--- src/rtl/oh_gray_pkg.sv ---
// oh_gray_pkg
//   Shared constants and segment-geometry helpers for the pipelined
//   Gray-to-binary decoder.
//
//   The N-bit word is cut into S segments starting from the MSB. Every segment
//   is seg_width(N, S) = ceil(N/S) bits wide; the last one takes whatever is
//   left. For some (N, S) pairs the trailing segments come out empty; those
//   stages simply forward the word and the carry.
//
//   Functions:
//     seg_width(n, s)    - nominal segment width, ceil(n/s)
//     seg_hi(n, s, k)    - MSB index of segment k (negative when k is empty)
//     seg_lo(n, s, k)    - LSB index of segment k (clamped at 0)
//     seg_empty(n, s, k) - 1 when segment k holds no bits
package oh_gray_pkg;

    localparam int DefaultWidth  = 32;
    localparam int DefaultStages = 2;

    function automatic int seg_width(input int n, input int s);
        return (n + s - 1) / s;
    endfunction

    function automatic int seg_hi(input int n, input int s, input int k);
        return n - 1 - k * seg_width(n, s);
    endfunction

    function automatic int seg_lo(input int n, input int s, input int k);
        int lo;
        lo = n - (k + 1) * seg_width(n, s);
        return (lo < 0) ? 0 : lo;
    endfunction

    function automatic bit seg_empty(input int n, input int s, input int k);
        return seg_hi(n, s, k) < seg_lo(n, s, k);
    endfunction

endpackage

--- src/rtl/oh_gray2bin_stage.sv ---
// oh_gray2bin_stage
//   One pipeline stage of the Gray-to-binary decoder. Stage K resolves the
//   bits of segment K of the word it receives. The segments above it were
//   already resolved by earlier stages; the segments below are still Gray.
//   Decoding runs MSB first: b[i] = g[i] ^ b[i+1]. The bit above the segment
//   comes in as prev_carry, which is the resolved LSB of segment K-1 (0 for
//   stage 0).
//
//   Parameters:
//     N - word width, S - number of stages, K - index of this stage
//
//   Ports:
//     clk        - clock, rising edge
//     reset      - synchronous active-high reset, clears all held state
//     load       - stage may capture this cycle (empty or being drained)
//     prev_valid - word present on the prev_* inputs
//     prev_data  - word with segments 0..K-1 resolved
//     prev_carry - resolved LSB of segment K-1
//     prev_err   - step error tag travelling with prev_data
//     valid      - this stage holds a word
//     data       - held word, segments 0..K resolved
//     carry      - resolved LSB of segment K, for stage K+1
//     err        - held step error tag
module oh_gray2bin_stage
    import oh_gray_pkg::*;
#(
    parameter int N = DefaultWidth,
    parameter int S = DefaultStages,
    parameter int K = 0
) (
    input  logic         clk,
    input  logic         reset,
    input  logic         load,
    input  logic         prev_valid,
    input  logic [N-1:0] prev_data,
    input  logic         prev_carry,
    input  logic         prev_err,
    output logic         valid,
    output logic [N-1:0] data,
    output logic         carry,
    output logic         err
);

    localparam int Hi = seg_hi(N, S, K);
    localparam int Lo = seg_lo(N, S, K);

    logic         valid_q;
    logic [N-1:0] data_q;
    logic         carry_q;
    logic         err_q;

    logic [N-1:0] resolved;
    logic         run;

    // Ripple the prefix XOR down through this segment only. For an empty
    // segment nothing matches, so the word and the carry pass through.
    always_comb begin
        resolved = prev_data;
        run      = prev_carry;
        for (int i = N - 1; i >= 0; i--) begin
            if (i <= Hi && i >= Lo) begin
                resolved[i] = prev_data[i] ^ run;
                run         = resolved[i];
            end
        end
    end

    always_ff @(posedge clk) begin
        if (reset) begin
            valid_q <= 1'b0;
            data_q  <= '0;
            carry_q <= 1'b0;
            err_q   <= 1'b0;
        end else if (load) begin
            valid_q <= prev_valid;
            // Payload only moves with a real word, so a bubble never disturbs it.
            if (prev_valid) begin
                data_q  <= resolved;
                carry_q <= run;
                err_q   <= prev_err;
            end
        end
    end

    assign valid = valid_q;
    assign data  = data_q;
    assign carry = carry_q;
    assign err   = err_q;

endmodule

--- src/rtl/oh_gray2bin_pipe.sv ---
// oh_gray2bin_pipe
//   Pipelined Gray-to-binary decoder with valid/ready handshakes on both
//   sides: out_bin[i] = ^in_gray[N-1:i]. There are S stages. Each stage
//   resolves one MSB-first segment. The latency is S cycles, and the pipe
//   moves one word per cycle while out_ready stays high.
//
//   Optional feature (macro OH_GRAY2BIN_STEPCHK_EN):
//     Gray step checker. A word whose in_gray differs from the previously
//     accepted in_gray in more than one bit is tagged with out_err=1. When the
//     macro is undefined, out_err is tied low and no history is kept.
//
//   Parameters:
//     N - data width (N >= 2), S - pipeline stages (1 <= S <= N)
//
//   Ports:
//     clk       - sole clock, rising edge
//     reset     - synchronous active-high reset
//     in_valid  - input word present
//     in_gray   - Gray-encoded input word
//     in_ready  - block accepts input this cycle (low while reset is high)
//     out_valid - output word present
//     out_bin   - binary-decoded output word
//     out_err   - step error tag travelling with out_bin
//     out_ready - downstream accepts output this cycle
module oh_gray2bin_pipe
    import oh_gray_pkg::*;
#(
    parameter int N = DefaultWidth,
    parameter int S = DefaultStages
) (
    input  logic         clk,
    input  logic         reset,
    input  logic         in_valid,
    input  logic [N-1:0] in_gray,
    output logic         in_ready,
    output logic         out_valid,
    output logic [N-1:0] out_bin,
    output logic         out_err,
    input  logic         out_ready
);

    if (N < 2) begin : g_bad_width
        $error("oh_gray2bin_pipe: N must be at least 2");
    end
    if (S < 1 || S > N) begin : g_bad_stages
        $error("oh_gray2bin_pipe: S must lie in 1..N");
    end

    // Index 0 is the input port; index k+1 is the output of stage k.
    logic         stg_valid [S+1];
    logic [N-1:0] stg_data  [S+1];
    logic         stg_carry [S+1];
    logic         stg_err   [S+1];

    // load[k] = stage k may capture this cycle; load[S] is the output transfer.
    logic [S:0]   load;
    logic         step_err;
    logic         unused_carry;

    // Backward ready chain: a stage can load if it is empty or its
    // successor loads. A hole anywhere downstream lets the stages
    // behind it advance.
    always_comb begin
        load    = '0;
        load[S] = out_ready;
        for (int k = S - 1; k >= 0; k--) begin
            load[k] = !stg_valid[k+1] || load[k+1];
        end
    end

    assign in_ready = load[0] && !reset;

    assign stg_valid[0] = in_valid;
    assign stg_data[0]  = in_gray;
    assign stg_carry[0] = 1'b0;
    assign stg_err[0]   = step_err;

    for (genvar k = 0; k < S; k++) begin : g_stage
        oh_gray2bin_stage #(
            .N (N),
            .S (S),
            .K (k)
        ) u_stage (
            .clk        (clk),
            .reset      (reset),
            .load       (load[k]),
            .prev_valid (stg_valid[k]),
            .prev_data  (stg_data[k]),
            .prev_carry (stg_carry[k]),
            .prev_err   (stg_err[k]),
            .valid      (stg_valid[k+1]),
            .data       (stg_data[k+1]),
            .carry      (stg_carry[k+1]),
            .err        (stg_err[k+1])
        );
    end

    // Nothing follows the last stage, so its carry has no consumer.
    assign unused_carry = stg_carry[S];

`ifdef OH_GRAY2BIN_STEPCHK_EN
    logic [N-1:0] hist_q;
    logic         hist_valid_q;
    logic [N-1:0] diff;

    assign diff = in_gray ^ hist_q;
    // diff & (diff - 1) clears the lowest set bit, so any bit left over means
    // at least two bits changed.
    assign step_err = hist_valid_q && (|(diff & (diff - {{(N-1){1'b0}}, 1'b1})));

    always_ff @(posedge clk) begin
        if (reset) begin
            hist_q       <= '0;
            hist_valid_q <= 1'b0;
        end else if (in_valid && in_ready) begin
            hist_q       <= in_gray;
            hist_valid_q <= 1'b1;
        end
    end
`else
    assign step_err = 1'b0;
`endif

    assign out_valid = stg_valid[S];
    assign out_bin   = stg_data[S];
    assign out_err   = stg_err[S];

endmodule

--- config.mk ---
export PLATFORM = sky130hd
export DESIGN_NAME = oh_gray2bin_pipe
export DESIGN_NICKNAME = d
export VERILOG_FILES = /design/src/rtl/oh_gray_pkg.sv /design/src/rtl/oh_gray2bin_stage.sv /design/src/rtl/oh_gray2bin_pipe.sv
export SDC_FILE = /design/constraint.sdc
export NUM_CORES = 1
export LEC_CHECK = 0
export CAP_MARGIN = 20
export CORE_ASPECT_RATIO = 1.25
export CORE_UTILIZATION = 29
export CTS_CLUSTER_DIAMETER = 40
export DETAILED_ROUTE_END_ITERATION = 16
export GPL_TIMING_DRIVEN = 0
export SYNTH_ARGS = -nofsm -noshare
export SYNTH_HDL_FRONTEND = slang
export SYNTH_SLANG_ARGS = --single-unit
--- constraint.sdc ---
create_clock -name clk -period 5.2 [get_ports clk]
set_input_delay 0.78 -clock clk [delete_from_list [all_inputs] [get_ports clk]]
set_output_delay 0.78 -clock clk [all_outputs]
set_load 0.02 [all_outputs]
==> results.cfg, run 1 <==
[floorplanning]
core_um2 = 9610
ios = 71
die_x_um = 91.0
die_h_um = 113
rows = 40
start_util_pct = 29.9
fp.dieArea_um2 = 10300

[yosys]
synth_top_family_by_area = XOR/XNOR gates
netlist_area_um2 = 2870
synth_edf_count = 0
seq_area_frac_synth_pct = 46.0
yosys.area_share.simple_pct = 16.1
synth_seq_cells = 66
synth_compound_area_share_pct = 13.1
synth_nets = 362
synth_cells = 326
synthMuxAreaShare_pct = 0.348
synthFlopType = dfxtp_1
synth-xor-area-share_pct = 21.4
async_flop_share_pct = 0
synth.distinct_cells = 25
syn_avg_cell_area_um2 = 8.82
yosys_warnings = 0
synth_fa_ha_area_share_pct = 0

[critical_path]
timing.rr.end = g_stage[1].u_stage.data[0]
cp_max_fo = 6
reg2regPathDepth = 6
arrival_ns = 2.20
reg2reg_slack_ns = 2.77
cp-start-kind = input pin
reg2reg_from = g_stage[0].u_stage.data[16]
path_class = in2out
critPathCaptureType = primary output
required_ns = 4.42

[cells_and_area]
final_core_util_pct = 42.2
area_growth_pct = 41.0
final_layout_size_suffix_gt1_share_pct = 5.61
fillers = 976
diodes = 0
nets = 441

[global_routing]
overflow = 0
grt_pass1_vias = 2294
grt.total_usage_pct = 14.3
grt_pass1_wl_um = 11200
grt_max_degree = 12
grt_antenna_before_repair = 0

[placement]
place.gp.congestion = 0.754
dp_hpwl_um = 5120
io_buffers = 68

[clock_tree]
cts_hold_buf = 0
clk_latency_ns = 0.33
cts_max_level = 3
cts_tree = done
postCtsSetupBuffers = 0
post_cts_resized = 0
clock_sinks = 66
clockBufferDepth = 2
cts_root_buffer = clkbuf_16
path_clk_slew_ns = 0.05
numCtsBuffers = 9

[pwr]
vdd_drop_max_v = 0.000227
p_leak_nw = 1.50
p_per_area_nw_per_um2 = 422

[timing]
max_freq_mhz = 335
tightest_slew_ns = 0.581
rsz0062_at_grt = no
finalCritPeriodShare_pct = 57.4
slew_headroom_pct = 61.2
fin_crit_ns = 2.98
hold_viol = 0
drv_slew = 0
skew_ns = 0.00371
setup_violations = 0
setup_tns_ns = 0

[job]
timing.max_cap.violations = 0

[detailed_routing]
routed_via_density = 4.44
postRouteAntennaNets = 0
drc = 0
via_count = 2381
drt_wl_total_um = 6960
drt-initial-drc-count = 58
firstDrtPassIters = 4
wl_per_cell_um = 13.0

[run_status]
status = finished, final reports clean

[hold_path]
hold_class = reg2reg
hp-start = g_stage[0].u_stage.data[19]
worstHoldPathCells = 2
min_to = g_stage[0].u_stage.data[19]
critical path: stages:
cell and delay (ns):
clkdlybuf4s50_1 0.40, nor2b_1 0.32, a21oi_1 0.14, clkdlybuf4s50_1 0.57
through the flow:
| stage | area [µm²] | hold slack (ns) | cells | setup WS, ns | total power [mW] |
|---|---|---|---|---|---|
| after floorplan | 2870 | 0.432 | 326 | 2.80 | 0.921 |
| after global placement | 3710 | 0.439 | 520 | 2.01 | 1.05 |
| after detailed placement | 3710 | 0.444 | 520 | 2.00 | 1.05 |
| after CTS | 4050 | 0.452 | 536 | 2.23 | 1.72 |
| after global routing | 4050 | 0.472 | 536 | 2.13 | 1.79 |
| final | 4050 | 0.452 | 536 | 2.22 | 1.71 |
kinds of logic (layout without fill, tap and decap cells):
logic type	count (synthesis)	count (layout)
AND/OR/NAND/NOR	118	118
XOR/XNOR	53	53
AO/OA/AOI/OAI	65	65
flip-flops	66	66
buffers and inverters	22	106
other	1	1
multiplexers	1	1
state kept, by name, summed over array words and instances, names as in the netlist:
register / count
g_stage.u_stage.data: 64
g_stage.u_stage.valid: 2
per-layer routing:
layer | vias up | share of wire, % | global-route usage, %
met5 | - | 0 | 0
met1 | 1099 | 42 | 15.6
li1 | 1215 | - | -
met3 | 12 | 4.5 | 3.29
met4 | 0 | 2.3 | 7.83
met2 | 55 | 51 | 25.6
worst max-delay path by stage:
stage                            from                          end  slack [ns]  depth (start not counted)
after global routing        out_ready                     in_ready        2.13                          4
after floorplan           in_gray[31]  g_stage[0].u_stage.data[17]        2.80                          6
final                       out_ready                     in_ready        2.22                          4
after detailed placement  in_gray[31]  g_stage[0].u_stage.data[17]        2.00                          7
after CTS                   out_ready                     in_ready        2.23                          4
after global placement    in_gray[31]  g_stage[0].u_stage.data[17]        2.01                          7
cells in the final DEF, fill, tap and decap left out, types with 2 or more instances in the layout:
cell / n
xor3_1: 2
clkbuf_16: 9
clkbuf_1: 20
clkbuf_8: 3
xnor2_4: 2
xnor3_2: 2
xor2_1: 17
clkdlybuf4s50_1: 68
a21oi_1: 44
nor2b_1: 3
bufinv_16: 2
nand2_1: 85
a211oi_1: 16
xnor3_1: 2
o31ai_1: 2
nor2_1: 26
xnor2_1: 26
nand3b_1: 2
dfxtp_1: 66
o21a_1: 2
synthesized netlist by cell type, types with 2 or more instances:
library cell / count / area (µm²)
nand2_1: 85 / 319
dfxtp_1: 66 / 1320
a21oi_1: 44 / 220
nor2_1: 26 / 97.6
xnor2_1: 26 / 228
clkbuf_1: 20 / 75.1
xor2_1: 17 / 149
a211oi_1: 16 / 120
nor2b_1: 3 / 18.8
nand3b_1: 2 / 15.0
o21a_1: 2 / 15.0
o31ai_1: 2 / 15.0
xnor2_4: 2 / 55.1
xnor3_1: 2 / 45.0
xnor3_2: 2 / 47.6
xor3_1: 2 / 47.6
power breakdown:
part           internal [mW]  leakage (nW)  total [mW]  switching [mW]
logic                  0.233         0.789       0.453           0.220
registers              0.556         0.542       0.588          0.0320
clock network          0.457         0.165       0.668           0.210
total                   1.25          1.50        1.71           0.462
layout make-up:
type,count,area (µm²),area share (%)
multi-input cells,238,1470,36.2
clock inverters,4,72.6,1.79
repair buffers,68,681,16.8
well taps,126,158,3.89
plain buffers,22,86.3,2.13
clock buffers,12,267,6.58
flip-flops and latches,66,1320,32.6
Note: power is estimated with default switching activity, not from simulation.
==> run 2: changes to the inputs <==
==> constraint.sdc (replaced) <==
create_clock -name clk -period 3.1 [get_ports clk]
set_input_delay 0.465 -clock clk [delete_from_list [all_inputs] [get_ports clk]]
set_output_delay 0.465 -clock clk [all_outputs]
set_load 0.02 [all_outputs]
==> results of run 2 <==
The final DEF is identical to that of run 1. Status: finished, final reports clean.
Main changes from that run: setup slack after placement 2.00 ns -> 0.219 ns; setup slack after layout 2.22 ns -> 0.558 ns; start point of the critical path out_ready -> in_gray[31]; end point of the critical path in_ready -> g_stage[0].u_stage.data[17]; register-to-register setup slack 2.77 ns -> 0.67 ns; total power 1.71 mW -> 2.87 mW; worst IR drop on VDD 0.000227 V -> 0.000380 V
